File: src/rtl/dmem_arb_pkg.sv
// Shared types and constants for the data-memory arbiter.
package dmem_arb_pkg;

  typedef enum logic [1:0] {
    ST_IDLE  = 2'd0,
    ST_ISSUE = 2'd1,
    ST_RESP  = 2'd2
  } state_e;

  localparam logic PORT_CPU = 1'b0;
  localparam logic PORT_DBG = 1'b1;

  localparam int unsigned DEF_DEPTH = 301;
  localparam int unsigned DEF_AW    = 32;
  localparam int unsigned DEF_DW    = 32;

endpackage : dmem_arb_pkg

File: src/rtl/dmem_arbiter_rr_arb2.sv
// Combinational two-way round-robin picker.
module rr_arb2
  import dmem_arb_pkg::*;
(
  input  logic [1:0] req,
  input  logic       last,
  output logic       grant_valid,
  output logic       grant_id
);

  // On a tie the port that did not win last time is picked; a lone request always wins.
  always_comb begin
    grant_valid = |req;
    grant_id    = PORT_CPU;
    if (req == 2'b11) grant_id = ~last;
    else if (req[1])  grant_id = PORT_DBG;
  end

endmodule : rr_arb2

File: src/rtl/dmem_arbiter.sv
// Two-port arbiter and sequencer for the single-port data memory.
// IDLE -> ISSUE -> RESP -> IDLE; one access per three cycles, all outputs registered.
module dmem_arbiter
  import dmem_arb_pkg::*;
#(
  parameter int unsigned DEPTH = DEF_DEPTH,
  parameter int unsigned AW    = DEF_AW,
  parameter int unsigned DW    = DEF_DW
) (
  input  logic          clk,
  input  logic          rst_n,
  input  logic          req0,
  input  logic          we0,
  input  logic [AW-1:0] addr0,
  input  logic [DW-1:0] wdata0,
  input  logic          req1,
  input  logic          we1,
  input  logic [AW-1:0] addr1,
  input  logic [DW-1:0] wdata1,
  output logic          gnt0,
  output logic          gnt1,
  output logic          done0,
  output logic          done1,
  output logic          err0,
  output logic          err1,
  output logic [DW-1:0] rdata0,
  output logic [DW-1:0] rdata1,
  output logic [AW-1:0] mem_addr,
  output logic [DW-1:0] mem_wdata,
  output logic          mem_read,
  output logic          mem_write,
  input  logic [DW-1:0] mem_rdata
);

  state_e        state_q, state_d;
  logic          last_q, last_d;
  logic          id_q, id_d;
  logic          we_q, we_d;
  logic          oor_q, oor_d;
  logic          gnt0_q, gnt0_d, gnt1_q, gnt1_d;
  logic          done0_q, done0_d, done1_q, done1_d;
  logic          err0_q, err0_d, err1_q, err1_d;
  logic [DW-1:0] rdata0_q, rdata0_d, rdata1_q, rdata1_d;
  logic [AW-1:0] mem_addr_q, mem_addr_d;
  logic [DW-1:0] mem_wdata_q, mem_wdata_d;
  logic          mem_read_q, mem_read_d;
  logic          mem_write_q, mem_write_d;

  logic          grant_valid, grant_id;
  logic          sel_we, sel_oor;
  logic [AW-1:0] sel_addr;
  logic [DW-1:0] sel_wdata;
  logic [DW-1:0] rd_val;

  rr_arb2 u_rr_arb2 (
    .req         ({req1, req0}),
    .last        (last_q),
    .grant_valid (grant_valid),
    .grant_id    (grant_id)
  );

  // Winner's request fields and its full-width range check.
  always_comb begin
    sel_we    = (grant_id == PORT_DBG) ? we1    : we0;
    sel_addr  = (grant_id == PORT_DBG) ? addr1  : addr0;
    sel_wdata = (grant_id == PORT_DBG) ? wdata1 : wdata0;
    sel_oor   = (sel_addr >= AW'(DEPTH));
  end

  // Next-state and next-output logic. The latched address and write data
  // live directly in mem_addr_q/mem_wdata_q, which are only nonzero in ISSUE.
  always_comb begin
    state_d     = state_q;
    last_d      = last_q;
    id_d        = id_q;
    we_d        = we_q;
    oor_d       = oor_q;
    gnt0_d      = 1'b0;
    gnt1_d      = 1'b0;
    done0_d     = 1'b0;
    done1_d     = 1'b0;
    err0_d      = 1'b0;
    err1_d      = 1'b0;
    rdata0_d    = rdata0_q;
    rdata1_d    = rdata1_q;
    mem_addr_d  = '0;
    mem_wdata_d = '0;
    mem_read_d  = 1'b0;
    mem_write_d = 1'b0;
    rd_val      = oor_q ? '0 : mem_rdata;

    unique case (state_q)
      ST_IDLE: begin
        if (grant_valid) begin
          state_d     = ST_ISSUE;
          last_d      = grant_id;
          id_d        = grant_id;
          we_d        = sel_we;
          oor_d       = sel_oor;
          gnt0_d      = (grant_id == PORT_CPU);
          gnt1_d      = (grant_id == PORT_DBG);
          mem_addr_d  = sel_addr;
          mem_wdata_d = sel_wdata;
          mem_read_d  = !sel_we && !sel_oor;
          mem_write_d = sel_we && !sel_oor;
        end
      end
      ST_ISSUE: begin
        state_d = ST_RESP;
      end
      ST_RESP: begin
        state_d = ST_IDLE;
        if (id_q == PORT_DBG) begin
          done1_d = 1'b1;
          err1_d  = oor_q;
          if (!we_q) rdata1_d = rd_val;
        end else begin
          done0_d = 1'b1;
          err0_d  = oor_q;
          if (!we_q) rdata0_d = rd_val;
        end
      end
      default: begin
        state_d = ST_IDLE;
      end
    endcase
  end

  // State and output registers; asynchronous reset clears everything mid-access.
  always_ff @(posedge clk or negedge rst_n) begin
    if (!rst_n) begin
      state_q     <= ST_IDLE;
      last_q      <= PORT_DBG;
      id_q        <= PORT_CPU;
      we_q        <= 1'b0;
      oor_q       <= 1'b0;
      gnt0_q      <= 1'b0;
      gnt1_q      <= 1'b0;
      done0_q     <= 1'b0;
      done1_q     <= 1'b0;
      err0_q      <= 1'b0;
      err1_q      <= 1'b0;
      rdata0_q    <= '0;
      rdata1_q    <= '0;
      mem_addr_q  <= '0;
      mem_wdata_q <= '0;
      mem_read_q  <= 1'b0;
      mem_write_q <= 1'b0;
    end else begin
      state_q     <= state_d;
      last_q      <= last_d;
      id_q        <= id_d;
      we_q        <= we_d;
      oor_q       <= oor_d;
      gnt0_q      <= gnt0_d;
      gnt1_q      <= gnt1_d;
      done0_q     <= done0_d;
      done1_q     <= done1_d;
      err0_q      <= err0_d;
      err1_q      <= err1_d;
      rdata0_q    <= rdata0_d;
      rdata1_q    <= rdata1_d;
      mem_addr_q  <= mem_addr_d;
      mem_wdata_q <= mem_wdata_d;
      mem_read_q  <= mem_read_d;
      mem_write_q <= mem_write_d;
    end
  end

  assign gnt0      = gnt0_q;
  assign gnt1      = gnt1_q;
  assign done0     = done0_q;
  assign done1     = done1_q;
  assign err0      = err0_q;
  assign err1      = err1_q;
  assign rdata0    = rdata0_q;
  assign rdata1    = rdata1_q;
  assign mem_addr  = mem_addr_q;
  assign mem_wdata = mem_wdata_q;
  assign mem_read  = mem_read_q;
  assign mem_write = mem_write_q;

endmodule : dmem_arbiter
File: config.mk
export PLATFORM = sky130hd
export DESIGN_NAME = dmem_arbiter
export DESIGN_NICKNAME = d
export VERILOG_FILES = /design/src/rtl/dmem_arb_pkg.sv /design/src/rtl/dmem_arbiter_rr_arb2.sv /design/src/rtl/dmem_arbiter.sv
export SDC_FILE = /design/constraint.sdc
export NUM_CORES = 1
export LEC_CHECK = 0
export BUFFER_PORTS_ARGS = -buffer_cell sky130_fd_sc_hd__buf_2
export CAP_MARGIN = 10
export CORE_MARGIN = 2
export CORE_UTILIZATION = 40
export CTS_CLUSTER_DIAMETER = 60
export DETAILED_ROUTE_END_ITERATION = 7
export PLACE_DENSITY = 0.84
export REMOVE_ABC_BUFFERS = 1
export SETUP_SLACK_MARGIN = 0.2
export SYNTH_ARGS = -nofsm -noshare
export SYNTH_HDL_FRONTEND = slang
export SYNTH_SLANG_ARGS = --single-unit
export TNS_END_PERCENT = 5
File: constraint.sdc
create_clock -name clk -period 1.2 [get_ports clk]
set_input_delay 0 -clock clk [delete_from_list [all_inputs] [get_ports clk]]
set_output_delay 0 -clock clk [all_outputs]
set_load 0.01 [all_outputs]
# ---- Word level (Yosys, flattened, before mapping)
# Cells that the tools add are included.
dict set report op_classes {
  magnitude_cmp 1
  n_eq_ne 4
  mux 28
  n_bitwise 4
  reduce_logical 9
}
# operator count
set op_table {}
lappend op_table {{$mux 32} 7}
lappend op_table {{$ge 32x9->1 const B} 1}
lappend op_table {{$mux 1} 19}
lappend op_table {{$reduce_and 3->1} 2}
lappend op_table {{$eq 2x2->1 const B} 2}
lappend op_table {{$not 1->1} 4}
lappend op_table {{$pmux 2 s2} 1}
lappend op_table {{$eq 2x1->1 const B} 1}
lappend op_table {{$logic_and 1x1->1} 2}
lappend op_table {{$logic_not 1->1} 2}
lappend op_table {{$logic_not 2->1} 1}
lappend op_table {{$mux 2} 1}
lappend op_table {{$ne 2x2->1 const B} 1}
lappend op_table {{$reduce_and 2->1} 1}
lappend op_table {{$reduce_or 2->1} 1}
dict set report totals {
  regBits 142
  out_inout_bits 136
  word_cells 63
}

# ---- Longest topological paths before layout
dict set report depth {
  depth_word 8
  ltp_mapped 6
}

# ---- Hierarchy
# A second synthesis with hierarchy kept.
dict set report hier_totals {
  hier_cells 518
  hier_area_um2 5709.2
}
# mod instances cells_per_inst area_per_inst_um2
set by_module_without_submodules {}
lappend by_module_without_submodules {dmem_arbiter 1 516 5695.5}
lappend by_module_without_submodules {rr_arb2 1 2 13.8}

# ---- Worst setup path before layout
# Ideal clock, no wire load.
dict set report synth_path {
  path_kind {reg-to-reg}
  startpoint {reg last_q}
  endpoint {reg oor_q}
  setup_ns 0.065
  arrival_ns 1.238
  t_required_ns 1.135
  slack_ns -0.103
  path_stages_with_launch 6
  path_cell_list {dfstp_2 > nand2_1 > nand2_1 > nand2_1 > o21bai_1 > o22a_1}
}
dict set report synth_between {
  elab_chain_cells 4
}
# element line
set synth_lines {}
lappend synth_lines {{start: declaration} dmem_arbiter.sv:36} ;# logic last_q, last_d;
lappend synth_lines {{start signal: assignment} dmem_arbiter.sv:151} ;# last_q <= last_d;
lappend synth_lines {{$not 1->1} dmem_arbiter_rr_arb2.sv:15} ;# if (req == 2'b11) grant_id = ~last;
lappend synth_lines {{$mux 1} dmem_arbiter_rr_arb2.sv:15}
lappend synth_lines {{$mux 32} dmem_arbiter.sv:65} ;# sel_addr = (grant_id == PORT_DBG) ? addr1 : addr0;
lappend synth_lines {{$ge 32x9->1} dmem_arbiter.sv:67} ;# sel_oor = (sel_addr >= AW'(DEPTH));
lappend synth_lines {{end signal: assignment} dmem_arbiter.sv:154} ;# oor_q <= oor_d;
lappend synth_lines {{end: declaration} dmem_arbiter.sv:39} ;# logic oor_q, oor_d;
# No other way between the ends.
# A chain may end at the register's enable or synchronous reset.

# ---- Worst setup path after layout
dict set report layout_path {
  startpoint {reg last_q}
  endpoint {reg mem_addr_q[13] (netlist: mem_addr[13])}
}
dict set report layout_between {
  elab_chain_cells 5
}
# element line
set layout_lines {}
lappend layout_lines {{$not 1->1} dmem_arbiter_rr_arb2.sv:15}
lappend layout_lines {{$mux 1} dmem_arbiter_rr_arb2.sv:15}
lappend layout_lines {{$mux 32} dmem_arbiter.sv:65}
lappend layout_lines {{$mux 32} dmem_arbiter.sv:94} ;# if (grant_valid) begin
lappend layout_lines {{$mux 32} dmem_arbiter.sv:92} ;# unique case (state_q)
lappend layout_lines {{via mem_addr_d[13]} dmem_arbiter.sv:44} ;# logic [AW-1:0] mem_addr_q, mem_addr_d;
lappend layout_lines {{end signal: assignment} dmem_arbiter.sv:163} ;# mem_addr_q <= mem_addr_d;
lappend layout_lines {{end: declaration} dmem_arbiter.sv:44}
# The timed path passes the listed nets, and every way through them passes these cells.

==> results.yml <==
status:
  outcome: "complete, but fails checks"
  violations: "negative setup slack"
cts:
  cts_num_sinks: 142
  insertion_delay_ns: 0.42
  clkSlewWorstSetupHoldPaths_ns: 0.06
  clk_path_buf_depth: 2
  cts_tree: "built"
  cts_buffers: 17
  htree_levels: 4
  cts_root_buf: "clkbuf_16"
placement:
  portBuffers: 301
  placed_cells: 992
  gp_congestion: 0.852
  post-dp-hpwl_um: 12500
grt:
  first_global_vias: 6545
  grt_max_degree: 65
  antenna_found_initial: 3
  grt_pass1_wl_um: 33500
  track_usage_pct: 30.0
  grt_overflow: 0
critical_path:
  cp.arrival_ns: 1.83
  crit_chain: "buf_6, a21boi_4, buf_6, nand2_1, a21oi_1"
  r2r-start: "last_q$_DFFE_PN1P_"
  critPathKind: "reg2reg"
  rrSetupSlack_ns: -0.33
  crit_path_start_kind: "flip-flop"
  r2r_cells: 5
  cp-end-kind: "flip-flop"
  crit_slowest_cell: "dfstp_2"
  path_max_fanout: 20
  cp.required_ns: 1.50
  slowest_delay_ns: 0.38
  worst_path_most_repeated_cell: "buf_6"
  startpoint: "last_q$_DFFE_PN1P_"
  r2r-end: "mem_addr[13]$_DFF_PN0_"
timing:
  fin_skew_ns: 0.00923
  final.period_utilization_pct: 128
  timing.slew.headroom_pct: 63.8
  final.min_clock_period_ns: 1.53
  max_freq_mhz: 652
  setup_viol: 136
  hold_viol: 0
  tns_ns: -19.04
  tightest_slew_ns: 0.538
  setup_ws_ns: -0.333
  rsz0062_at_grt: "true"
  maxSlewViolCount: 0
cells_and_area:
  drive_above_1_share_pct: 39.1
  stdcell_count: 1196
  synthToLayoutAreaGrowth_pct: 78.5
  fin_nets: 1167
  final_cell_mix: "buf_2, dlygate4sd3_1, dfrtp_1, nand2_1, o21ai_0"
  layout_commonest_cell: "buf_2"
  n_fill_cell: 781
routing:
  dr_total_vias: 6300
  wire_per_inst_um: 19.1
  dr.pass1.iters: 5
  viasPerCell: 5.27
  drt-total-wl_um: 22800
  drtAntennaViolNets: 0
  detail_route.drc_violations: 0
  drt_iter0_markers: 509
synthesis:
  syn_inst: 512
  synth-seq-area-share_pct: 64.3
  synth.avg_cell_area_um2: 10.8
  ys_ff_latch: 142
  ys_warn_count: 0
  synth_cell_types: 36
  synth_area_mm2: 0.00553
floorplanning:
  fp.dieArea_mm2: 0.0148
  fp.coreArea_mm2: 0.0133
  start_util_pct: 41.4
  die-width_um: 122
  io_pins: 302
  fp-row-count: 42
  die_y_um: 122
flow_run:
  cap_viol_max_count: 0
hold_path:
  hold_class: "in2reg"
  hold-path-cell-count: 4
  min_to: "mem_read$_DFF_PN0_"
  hp-start: "addr0[5]"
power:
  p_per_area_mw_per_mm2: 2050
  power_leakage_nw: 5.06
  ir_drop_uv: 902
==> how the worst max path moves through the flow <==
stage	endpoint	slack, ns	cells after the start
2_1_floorplan	mem_wdata[0]$_DFF_PN0_	-0.80	4
3_3_place_gp	oor_q$_DFFE_PN0P_	-0.17	6
3_5_place_dp	rdata1[19]$_DFFE_PN0P_	-0.24	4
4_1_cts	mem_write$_DFF_PN0_	-0.17	5
5_1_grt	mem_addr[13]$_DFF_PN0_	-0.37	5
6_report	mem_addr[13]$_DFF_PN0_	-0.33	5
==> through the flow <==
| stage | total power [mW] | setup WS (ns) | util (%) | instance area [µm²] | hold slack (ns) |
|---|---|---|---|---|---|
| 2_1_floorplan | 10.2 | -0.798 | - | 5350 | -0.296 |
| 5_1_grt | 21.3 | -0.374 | 73.9 | 9860 | 0.0314 |
| 3_3_place_gp | 13.4 | -0.170 | 55.9 | 7460 | -0.0557 |
| 4_1_cts | 19.8 | -0.172 | 73.5 | 9810 | 0.00429 |
| 3_5_place_dp | 13.7 | -0.238 | 55.9 | 7460 | -0.0556 |
| 6_report | 20.2 | -0.333 | 73.9 | 9870 | 0.0345 |
==> where the power goes <==
part | total, mW | switching [mW] | internal, mW | leakage, nW
logic | 7.15 | 3.91 | 3.24 | 2.91
registers | 7.52 | 0.933 | 6.59 | 1.86
clock network | 5.54 | 2.06 | 3.48 | 0.293
==> registers in the layout (all words and copies together), names as in the netlist, 2 cells and up <==
register / count
state_q: 2
rdata1: 32
mem_addr: 32
rdata0: 32
mem_wdata: 32
==> timing repair <==
action,CTS,global route
hold endpoints to repair,271,0
buffers inserted,3,0
setup endpoints to repair,140,143
gates resized for setup,35,12
pin swaps,11,1
hold buffers,163,0
==> worst max-delay path, delay by kind of cell (launching register included) <==
kind,cells,cell delay [ns]
compound gates,2,0.54
buf+inv,2,0.37
flops,1,0.38
simple gates,1,0.12
==> cell usage after synthesis <==
master | count | area (µm²)
nor4_2 | 1 | 12.5
nor3_1 | 4 | 20.0
o21ai_0 | 62 | 310
nor4_1 | 10 | 62.6
nand2_1 | 132 | 495
clkbuf_1 | 6 | 22.5
nand2b_1 | 34 | 213
nor3_4 | 1 | 16.3
mux2i_1 | 1 | 10.0
dfstp_2 | 1 | 26.3
o22a_1 | 1 | 8.76
a21oi_1 | 33 | 165
nand4_1 | 2 | 12.5
a22o_1 | 32 | 280
a21o_1 | 2 | 15.0
o21a_1 | 1 | 7.51
buf_6 | 3 | 33.8
and2_1 | 2 | 12.5
a21boi_4 | 1 | 18.8
inv_1 | 1 | 3.75
and3b_1 | 1 | 8.76
clkbuf_2 | 1 | 5.00
buf_2 | 18 | 90.1
o21ai_1 | 4 | 20.0
a2111oi_2 | 1 | 15.0
nor2_2 | 1 | 6.26
o2111a_1 | 1 | 11.3
o21bai_1 | 1 | 7.51
buf_4 | 4 | 30.0
nor2_1 | 4 | 15.0
nor3b_2 | 1 | 12.5
nand3_1 | 1 | 5.00
o21ai_2 | 1 | 8.76
nor2b_1 | 1 | 6.26
dfrtp_1 | 141 | 3530
o211a_1 | 1 | 10.0
==> metal layers <==
metal | GRT usage [%] | share of wire (%)
met2 | 52.0 | 51
met3 | 10.1 | 10
met5 | 0 | 0
met1 | 30.6 | 33
met4 | 20.3 | 6.3
==> layout make-up <==
cell class | instances | area, µm² | area share [%]
Multi-Input combinational cell | 337 | 1860 | 18.8
Clock inverter | 14 | 191 | 1.94
Antenna cell | 6 | 15.0 | 0.152
Tap cell | 176 | 220 | 2.23
Sequential cell | 142 | 3560 | 36.1
Clock buffer | 18 | 429 | 4.35
Inverter | 1 | 3.75 | 0.0380
Timing Repair Buffer | 502 | 3590 | 36.4
==> kinds of logic (layout without fill, tap and decap cells) <==
logic type | Yosys count | in the layout | synth area share (%)
buf+inv | 33 | 535 | 3.35
compound gates | 141 | 141 | 15.9
flops | 142 | 142 | 64.3
simple gates | 195 | 195 | 16.3
other cells | 0 | 6 | 0
mux | 1 | 1 | 0.181
Power figures use the tool's default switching activity.
